File: config.mk
export PLATFORM = sky130hd
export DESIGN_NAME = judge_hp_unit
export DESIGN_NICKNAME = d
export VERILOG_FILES = /design/src/rtl/judge_hp_unit.sv
export SDC_FILE = /design/constraint.sdc
export NUM_CORES = 1
export LEC_CHECK = 0
export CAP_MARGIN = 5
export CORE_MARGIN = 4
export CORE_UTILIZATION = 45
export DETAILED_ROUTE_END_ITERATION = 10
export PLACE_DENSITY = 0.75
export SYNTH_ARGS = -nofsm -noshare
export SYNTH_HDL_FRONTEND = slang
export SYNTH_SLANG_ARGS = --single-unit
File: constraint.sdc
create_clock -name CLK -period 3.93 [get_ports CLK]
set_input_delay 0.393 -clock CLK [delete_from_list [all_inputs] [get_ports CLK]]
set_output_delay 0.393 -clock CLK [all_outputs]
set_load 0.01 [all_outputs]
File: src/rtl/judge_hp_unit.sv
// ---------------------------------------------------------------------------
// judge_hp_unit
//   Answer-judging and hit-point engine for the two-player factorization game.
//   It checks the local player's factors against the current question with an
//   iterative shift-add multiplier and decides which player answered correctly
//   first. It also keeps both players' HP and reports judgement and HP status
//   back to the game controller.
//
//   Optional feature macro: HP_DRAW_DAMAGE_EN. When it is defined, entering
//   DRAW damages both players. When it is undefined, DRAW leaves HP unchanged.
//
// Ports
//   CLK        system clock
//   RST        synchronous active-high reset
//   STATE      controller state code
//   Q_VAL      current question N (2W bits)
//   FA, FB     local factors (W bits each)
//   SUBMIT     local answer strobe
//   REM_HIT    remote-correct pulse from the link
//   JUDG_OUT   00 none, 01 local first, 10 remote first, 11 simultaneous
//   WRONG_OUT  00 no local result, 01 local correct, 11 local incorrect
//   HP_OUT     00 both alive, 01 local HP zero, 10 remote HP zero
//   HP_LOC     local HP
//   HP_REM     remote HP
//   BUSY       multiplier running
// ---------------------------------------------------------------------------
module judge_hp_unit #(
    parameter int W       = 8,
    parameter int HPW     = 4,
    parameter int HP_INIT = 3,
    parameter int DMG     = 1
) (
    input  logic           CLK,
    input  logic           RST,
    input  logic [3:0]     STATE,
    input  logic [2*W-1:0] Q_VAL,
    input  logic [W-1:0]   FA,
    input  logic [W-1:0]   FB,
    input  logic           SUBMIT,
    input  logic           REM_HIT,
    output logic [1:0]     JUDG_OUT,
    output logic [1:0]     WRONG_OUT,
    output logic [1:0]     HP_OUT,
    output logic [HPW-1:0] HP_LOC,
    output logic [HPW-1:0] HP_REM,
    output logic           BUSY
);
    localparam logic [3:0] ST_READY    = 4'b0010;
    localparam logic [3:0] ST_QUESTION = 4'b0011;
    localparam logic [3:0] ST_INPUT    = 4'b0100;
    localparam logic [3:0] ST_DRAW     = 4'b0110;
    localparam logic [3:0] ST_WRONG    = 4'b0111;
    localparam logic [3:0] ST_GOOD     = 4'b1000;
    localparam logic [3:0] ST_OUCH     = 4'b1001;
    localparam logic [3:0] ST_WIN      = 4'b1010;
    localparam logic [3:0] ST_LOSE     = 4'b1011;

    localparam int             CW     = (W > 1) ? $clog2(W) : 1;
    localparam logic [CW-1:0]  CNT_LAST = CW'(W - 1);
    localparam logic [HPW-1:0] HP_RST = HPW'(HP_INIT);
    localparam logic [HPW-1:0] DMG_H  = HPW'(DMG);

    typedef enum logic [1:0] {S_IDLE, S_MUL, S_CMP} dp_state_e;

    dp_state_e      st_q, st_d;
    logic [CW-1:0]  cnt_q, cnt_d;
    logic [2*W:0]   acc_q, acc_d;      // bit 2W is a sticky carry flag
    logic [2*W-1:0] mcand_q, mcand_d;
    logic [W-1:0]   mplier_q, mplier_d;
    logic [2*W-1:0] q_q, q_d;
    logic           triv_q, triv_d;    // a factor of 0 or 1 was entered
    logic [1:0]     judg_q, judg_d;
    logic [1:0]     wrong_q, wrong_d;
    logic [HPW-1:0] loc_q, loc_d, rem_q, rem_d;
    logic [1:0]     hpo_q, hpo_d;
    logic [3:0]     prev_q;

    logic           rem_ok, correct, entry, match_end;
    logic [2*W:0]   sum;

    function automatic logic [HPW-1:0] sat_dec(input logic [HPW-1:0] v);
        return (v < DMG_H) ? '0 : v - DMG_H;
    endfunction

    // ---------------- judging datapath ----------------
    always_comb begin
        st_d     = st_q;
        cnt_d    = cnt_q;
        acc_d    = acc_q;
        mcand_d  = mcand_q;
        mplier_d = mplier_q;
        q_d      = q_q;
        triv_d   = triv_q;
        judg_d   = judg_q;
        wrong_d  = wrong_q;

        rem_ok  = REM_HIT && (STATE == ST_QUESTION || STATE == ST_INPUT) && (judg_q == 2'b00);
        correct = (acc_q[2*W-1:0] == q_q) && !acc_q[2*W] && !triv_q;
        sum     = {1'b0, acc_q[2*W-1:0]} + {1'b0, mcand_q};

        if (rem_ok) judg_d = 2'b10;
        if (STATE == ST_WRONG && wrong_q == 2'b11) wrong_d = 2'b00;

        unique case (st_q)
            S_IDLE: begin
                if (SUBMIT && STATE == ST_INPUT && judg_q == 2'b00 && wrong_q != 2'b11) begin
                    st_d     = S_MUL;
                    cnt_d    = '0;
                    acc_d    = '0;
                    mcand_d  = {{W{1'b0}}, FA};
                    mplier_d = FB;
                    q_d      = Q_VAL;
                    triv_d   = (FA <= W'(1)) || (FB <= W'(1));
                end
            end
            S_MUL: begin
                if (mplier_q[0]) acc_d = {acc_q[2*W] | sum[2*W], sum[2*W-1:0]};
                mcand_d  = mcand_q << 1;
                mplier_d = mplier_q >> 1;
                cnt_d    = cnt_q + CW'(1);
                if (cnt_q == CNT_LAST) st_d = S_CMP;
            end
            S_CMP: begin
                st_d = S_IDLE;
                if (correct) begin
                    wrong_d = 2'b01;
                    // An already latched judgement is never overwritten.
                    if (judg_q == 2'b00) judg_d = rem_ok ? 2'b11 : 2'b01;
                end else begin
                    wrong_d = 2'b11;
                end
            end
            default: st_d = S_IDLE;
        endcase

        // A new round starts: drop any in-flight answer and clear the result.
        if (STATE == ST_READY) begin
            st_d    = S_IDLE;
            judg_d  = 2'b00;
            wrong_d = 2'b00;
        end
    end

    // ---------------- HP tracking ----------------
    always_comb begin
        loc_d     = loc_q;
        rem_d     = rem_q;
        hpo_d     = (loc_q == '0) ? 2'b01 : (rem_q == '0) ? 2'b10 : 2'b00;
        entry     = (STATE != prev_q);
        match_end = (prev_q == ST_WIN || prev_q == ST_LOSE) && STATE == ST_READY;

        if (entry) begin
            unique case (STATE)
                ST_GOOD: rem_d = sat_dec(rem_q);
                ST_OUCH: loc_d = sat_dec(loc_q);
                ST_DRAW: begin
`ifdef HP_DRAW_DAMAGE_EN
                    loc_d = sat_dec(loc_q);
                    rem_d = sat_dec(rem_q);
`endif
                end
                default: ;
            endcase
        end
        if (match_end) begin
            loc_d = HP_RST;
            rem_d = HP_RST;
            hpo_d = 2'b00;
        end
    end

    always_ff @(posedge CLK) begin
        // Tracking STATE through reset prevents a false entry on the first cycle.
        prev_q <= STATE;
        if (RST) begin
            st_q     <= S_IDLE;
            cnt_q    <= '0;
            acc_q    <= '0;
            mcand_q  <= '0;
            mplier_q <= '0;
            q_q      <= '0;
            triv_q   <= 1'b0;
            judg_q   <= 2'b00;
            wrong_q  <= 2'b00;
            loc_q    <= HP_RST;
            rem_q    <= HP_RST;
            hpo_q    <= 2'b00;
        end else begin
            st_q     <= st_d;
            cnt_q    <= cnt_d;
            acc_q    <= acc_d;
            mcand_q  <= mcand_d;
            mplier_q <= mplier_d;
            q_q      <= q_d;
            triv_q   <= triv_d;
            judg_q   <= judg_d;
            wrong_q  <= wrong_d;
            loc_q    <= loc_d;
            rem_q    <= rem_d;
            hpo_q    <= hpo_d;
        end
    end

    assign JUDG_OUT  = judg_q;
    assign WRONG_OUT = wrong_q;
    assign HP_OUT    = hpo_q;
    assign HP_LOC    = loc_q;
    assign HP_REM    = rem_q;
    assign BUSY      = (st_q != S_IDLE);

endmodule

Word level (Yosys, flattened, before mapping)
Index checks and enable logic that the tools add are counted.
{"block": "totals", "in_bits": 40, "output_inout_bits": 15, "ff_bits": 81, "elab_cells": 95}
{"block": "op_classes", "reduce_logical": 30, "bitwise_logic": 1, "order_cmp": 4, "addsub": 4, "n_eq_ne": 18, "muxes": 24}
{"op": "$mux 17", "n": 2}
{"op": "$pmux 17 s2", "n": 1}
{"op": "$pmux 16 s2", "n": 1}
{"op": "$mux 2", "n": 11}
{"op": "$add 16x16->17", "n": 1}
{"op": "$eq 16x16->1", "n": 1}
{"op": "$eq 4x4->1 const B", "n": 4}
{"op": "$le 8x1->1 const B", "n": 2}
{"op": "$mux 16", "n": 1}
{"op": "$pmux 8 s2", "n": 1}
{"op": "$reduce_and 2->1", "n": 5}
{"op": "$logic_and 1x1->1", "n": 9}
{"op": "$eq 4x2->1 const B", "n": 2}
{"op": "$eq 4x3->1 const B", "n": 2}
{"op": "$logic_not 4->1", "n": 2}
{"op": "$lt 4x1->1 const B", "n": 2}
{"op": "$mux 4", "n": 2}
{"op": "$mux 8", "n": 1}
{"op": "$ne 2x2->1 const B", "n": 4}
{"op": "$sub 4x1->4 const B", "n": 2}
{"op": "$pmux 3 s2", "n": 1}
{"op": "$reduce_bool 2->1", "n": 3}
{"op": "$eq 2x2->1 const B", "n": 2}
{"op": "$logic_not 2->1", "n": 2}
{"op": "other kinds (13)", "n": 17}

Longest topological paths before layout
{"block": "logic_depth", "depth_word": 8, "mapped_depth": 9}

Worst setup path before layout
No wires, ideal clock.
{"block": "synth_timing", "kind": "input -> register", "start": "input STATE[0]", "end": "register acc_q[1]", "n_path_buf": 2, "stages": 6, "t_arrival_ns": 1.738, "setup_slack_ns": 2.064, "required_ns": 3.802, "setup_time_ns": 0.128, "cell_sequence": "or4_4 -> a2111o_1 -> clkbuf_1 -> buf_2 -> a31oi_1 -> nor2_1"}
{"block": "synth_between", "elab_chain_len": 6}
{"item": "start: declaration", "line_no": "35", "rtl": "input logic [3:0] STATE,"}
{"item": "$eq 4x3->1", "line_no": "106", "rtl": "if (SUBMIT && STATE == ST_INPUT && judg_q == 2'b00 && wrong_q != 2'b11) begin"}
{"item": "$logic_and 1x1->1 (3 in series)", "line_no": "106"}
{"item": "$ne 2x2->1 (no source line)"}
{"item": "$reduce_and 3->1 (no source line)"}
{"item": "end signal: assignment", "line_no": "178", "rtl": "acc_q <= '0;"}
{"item": "end signal: assignment", "line_no": "191", "rtl": "acc_q <= acc_d;"}
{"item": "end: declaration", "line_no": "67", "rtl": "logic [2*W:0] acc_q, acc_d;"}
Every way passes these cells.
A chain may end at the register's enable or synchronous reset.

Worst setup path in the final report
{"block": "layout_timing", "start": "input STATE[0]", "end": "register triv_q"}
{"block": "layout_between", "elab_chain_len": 5}
{"item": "$eq 4x3->1", "line_no": "106"}
{"item": "$logic_and 1x1->1 (3 in series)", "line_no": "106"}
{"item": "$reduce_and 2->1 (no source line)"}
{"item": "end signal: assignment", "line_no": "195", "rtl": "triv_q <= triv_d;"}
{"item": "end: declaration", "line_no": "71", "rtl": "logic triv_q, triv_d;"}
Every way passes these cells.

==> summary.txt <==
Global routing
  – Largest net degree at the start of global routing: 38
  – Initial antenna violation count: 0
  – Via count of the first global-routing pass: 3657
  – First-pass GRT wire length: 17560 um
  – Total GRT Usage: 19.29%
  – GR Overflow Total: 0

Die
  – Core area: 8848 um2
  – DIE WIDTH: 103.9 um
  – Initial Utilization: 46.73%
  – Die height: 103.9 um
  – # rows: 34
  – Die ar.: 10790 um2
  – # IOs: 55

Worst setup path
  – Setup crit end kind: flip-flop
  – Worst Path Max Fanout: 34
  – WP data required: approximately 4200 ps
  – WP data arrival: around 2800 ps
  – Element type at the critical path start: input port
  – Worst setup path class: input port to flip-flop

Cells and area
  – Fin util: 56.09%
  – Syn-to-layout area delta: 20.03%
  – Final-stage net count: 618
  – ANT cells: 0
  – Layout cells sized above 1: 5.179%
  – Filler cell count: between 800 and 900
  – Post-Layout Cell Count: 668

Route
  – Avg Vias per Cell: 5.693
  – First-pass detailed-route iteration total: 5
  – 1st-iter DRT viols: 408
  – Antenna viol nets, final: 0
  – Detailed Route WL: a little over 10000 um
  – Drt wl/cell: 15.37 um
  – Via count: 3803
  – DRC viols: 0

Clock network
  – Clk_lat worst skew: 360 ps
  – Clk pin slew, worst setup/hold paths: 80 ps
  – Post-CTS setup buffers: 0
  – Num CTS Buffers: 9
  – Clk root buf: clkbuf_8
  – # resized after CTS: 0
  – Clock Sink Count: 81
  – CTS H-tree lvls: 3
  – CTS Buffer Depth: 2
  – Hold-fix buffers, CTS: 0
  – CTS tree: yes

Timing
  – Max Transition Viols Final: 0
  – Period utilisation layout: between 60% and 70%
  – Clock Skews: 10.61 ps
  – Slew of the pin with the lowest slew margin: 1187 ps
  – Setup violators final: 0
  – RSZ-0062 raised after global routing: no
  – Period minus WS final: 2546 ps
  – Post-Route Setup TNS: 0 ps
  – Final hold vios: 0
  – Slew HR: 20.86%
  – Fmax: 392.8 MHz

Synthesis
  – Seq/Total Area, Yosys: 39.21%
  – Post-synth EDFFs: 0
  – Synth async-reset ratio: 0%
  – Ys Warns: 0
  – Netlist cell types: 50
  – Mean Syn Cell Area: 8.092 um2
  – Yosys reg bits: 81
  – Syn nets: 574
  – Synth Flop Type: dfxtp_1
  – Mapped cell area: 4135 um2
  – Mapped Cells: a little over 500

Place
  – HPWL after DPL: 7466 um
  – # port buffers: 54
  – Gp weighted congestion: between 0.9 and 1
  – Placed cell count: 652

Power and ir drop
  – Cell-internal power: about 0.0013 W
  – Peak supply drop: 0.0001893 V
  – Part of the power in registers: between 40% and 50%
  – Clock share of power: 43.3%
  – PwrDens: 339.7 nW/um2
  – Sw frac: 22.00%
  – Comb pwr share: roughly 7%
  – Leak: 1.776 nW
  – P_sw: 0.0003710 W

Job
  – Max Cap Viol: 0

Worst hold path
  – Min-Delay Path Class: flip-flop to flip-flop

Outcome
  – Outcome: finished, final reports clean
-- through the flow --
stage | power (W) | cell area [um2] | worst slack, ps | hold slack, ps
2_1_floorplan | 0.0009085 | 4135 | 2064 | 420.7
3_3_place_gp | 0.0009731 | 4728 | 1130 | 442.1
3_5_place_dp | 0.0009762 | 4728 | 1012 | 447.3
4_1_cts | 0.001690 | 4964 | 1384 | 458.8
5_1_grt | 0.001736 | 4964 | 1259 | 478.8
6_report | 0.001686 | 4964 | 1384 | 457.7
-- power by group through the flow --
stage	combinational (W)	sequential, W	clock (W)
4_1_cts	0.000118	0.000839	0.000732
3_5_place_dp	0.000118	0.000859	0
2_1_floorplan	0.0000501	0.000858	0
3_3_place_gp	0.000115	0.000858	0
6_report	0.000117	0.000839	0.000730
5_1_grt	0.000129	0.000841	0.000767
-- metal layers --
metal	global-route usage [%]	part of all wire, %	vias to the layer above
met4	6.648	1.7	0
li1	-	-	1893
met2	31.34	47	129
met3	4.159	6.3	20
met5	0	0	-
met1	25.37	45	1761
-- sequential cells by signal (all words and copies together), names as in the netlist, named ones only --
register,flops
cnt_q,3
mcand_q,16
JUDG_OUT,1
HP_REM,4
acc_q,17
HP_OUT,2
q_q,16
mplier_q,8
HP_LOC,4
st_q,2
WRONG_OUT,2
prev_q,4
triv_q,1
-- Yosys cell counts, types with 2 or more instances --
master,n,share of area (%)
a21boi_0,4,0.73
a21o_1,5,0.91
a21oi_1,68,8.2
a22oi_1,14,2.5
a31oi_1,7,1.1
and2_1,3,0.45
and3b_1,2,0.42
buf_2,4,0.48
clkbuf_1,19,1.7
dfxtp_1,81,39
ha_1,22,6.7
inv_1,8,0.73
nand2_1,97,8.8
nand2b_1,6,0.91
nand3_1,19,2.3
nand3b_1,3,0.54
nand4_1,6,0.91
nand4b_1,5,1.1
nor2_1,33,3.0
nor2b_1,8,1.2
nor3_1,11,1.3
nor3b_1,2,0.36
nor4_1,3,0.45
nor4_2,2,0.61
o211ai_1,5,0.91
o21a_1,6,1.1
o21ai_0,16,1.9
or2_2,2,0.30
or3_1,4,0.61
or4_1,3,0.54
xnor2_1,22,4.7
xor2_1,3,0.64
-- cell families (layout without fill, tap and decap cells) --
kind of cell    count (synthesis)  in the layout  share of synthesized area, %
simple gates                  214            214                         24.96
compound gates                135            135                         20.00
flops                          81             81                         39.21
buf+inv                        33             82                         3.389
xor+xnor                       25             25                         5.295
fa+ha+maj                      23             23                         7.141
-- cells in the final DEF, fill, tap and decap left out, types with 9 or more instances in the layout --
master,n
o21ai_0,16
nand2_1,97
nor3_1,11
clkdlybuf4s50_1,53
clkbuf_8,9
dfxtp_1,81
nand3_1,19
a21oi_1,68
nor2_1,33
a22oi_1,14
xnor2_1,22
ha_1,22
-- final cells by class --
cell class / count / area [um2] / share of cell area, %
clock inverter: 5 / 103.9 / 2.092
inverter: 8 / 30.03 / 0.6050
multi-input combinational: 397 / 2376 / 47.87
clock buffer: 11 / 131.4 / 2.647
tap: 108 / 135.1 / 2.722
sequential: 81 / 1622 / 32.67
timing repair buffer: 58 / 565.5 / 11.39
-- worst paths after layout --
kind	end	from	cells past startpoint	slack, ps
setup / recovery	triv_q	STATE[0]	5	1380
hold / removal	mplier_q[2]	mplier_q[2]	2	460
setup reg to reg	acc_q[16]	acc_q[0]	9	1750
hold reg to reg	mplier_q[2]	mplier_q[2]	2	460
-- critical path: stages --
cell	delay (ps)
clkdlybuf4s50_1	540
or4_4	610
a2111o_1	780
nor3_1	370
nor3_1	70
Note: power is estimated with default switching activity, not from simulation.
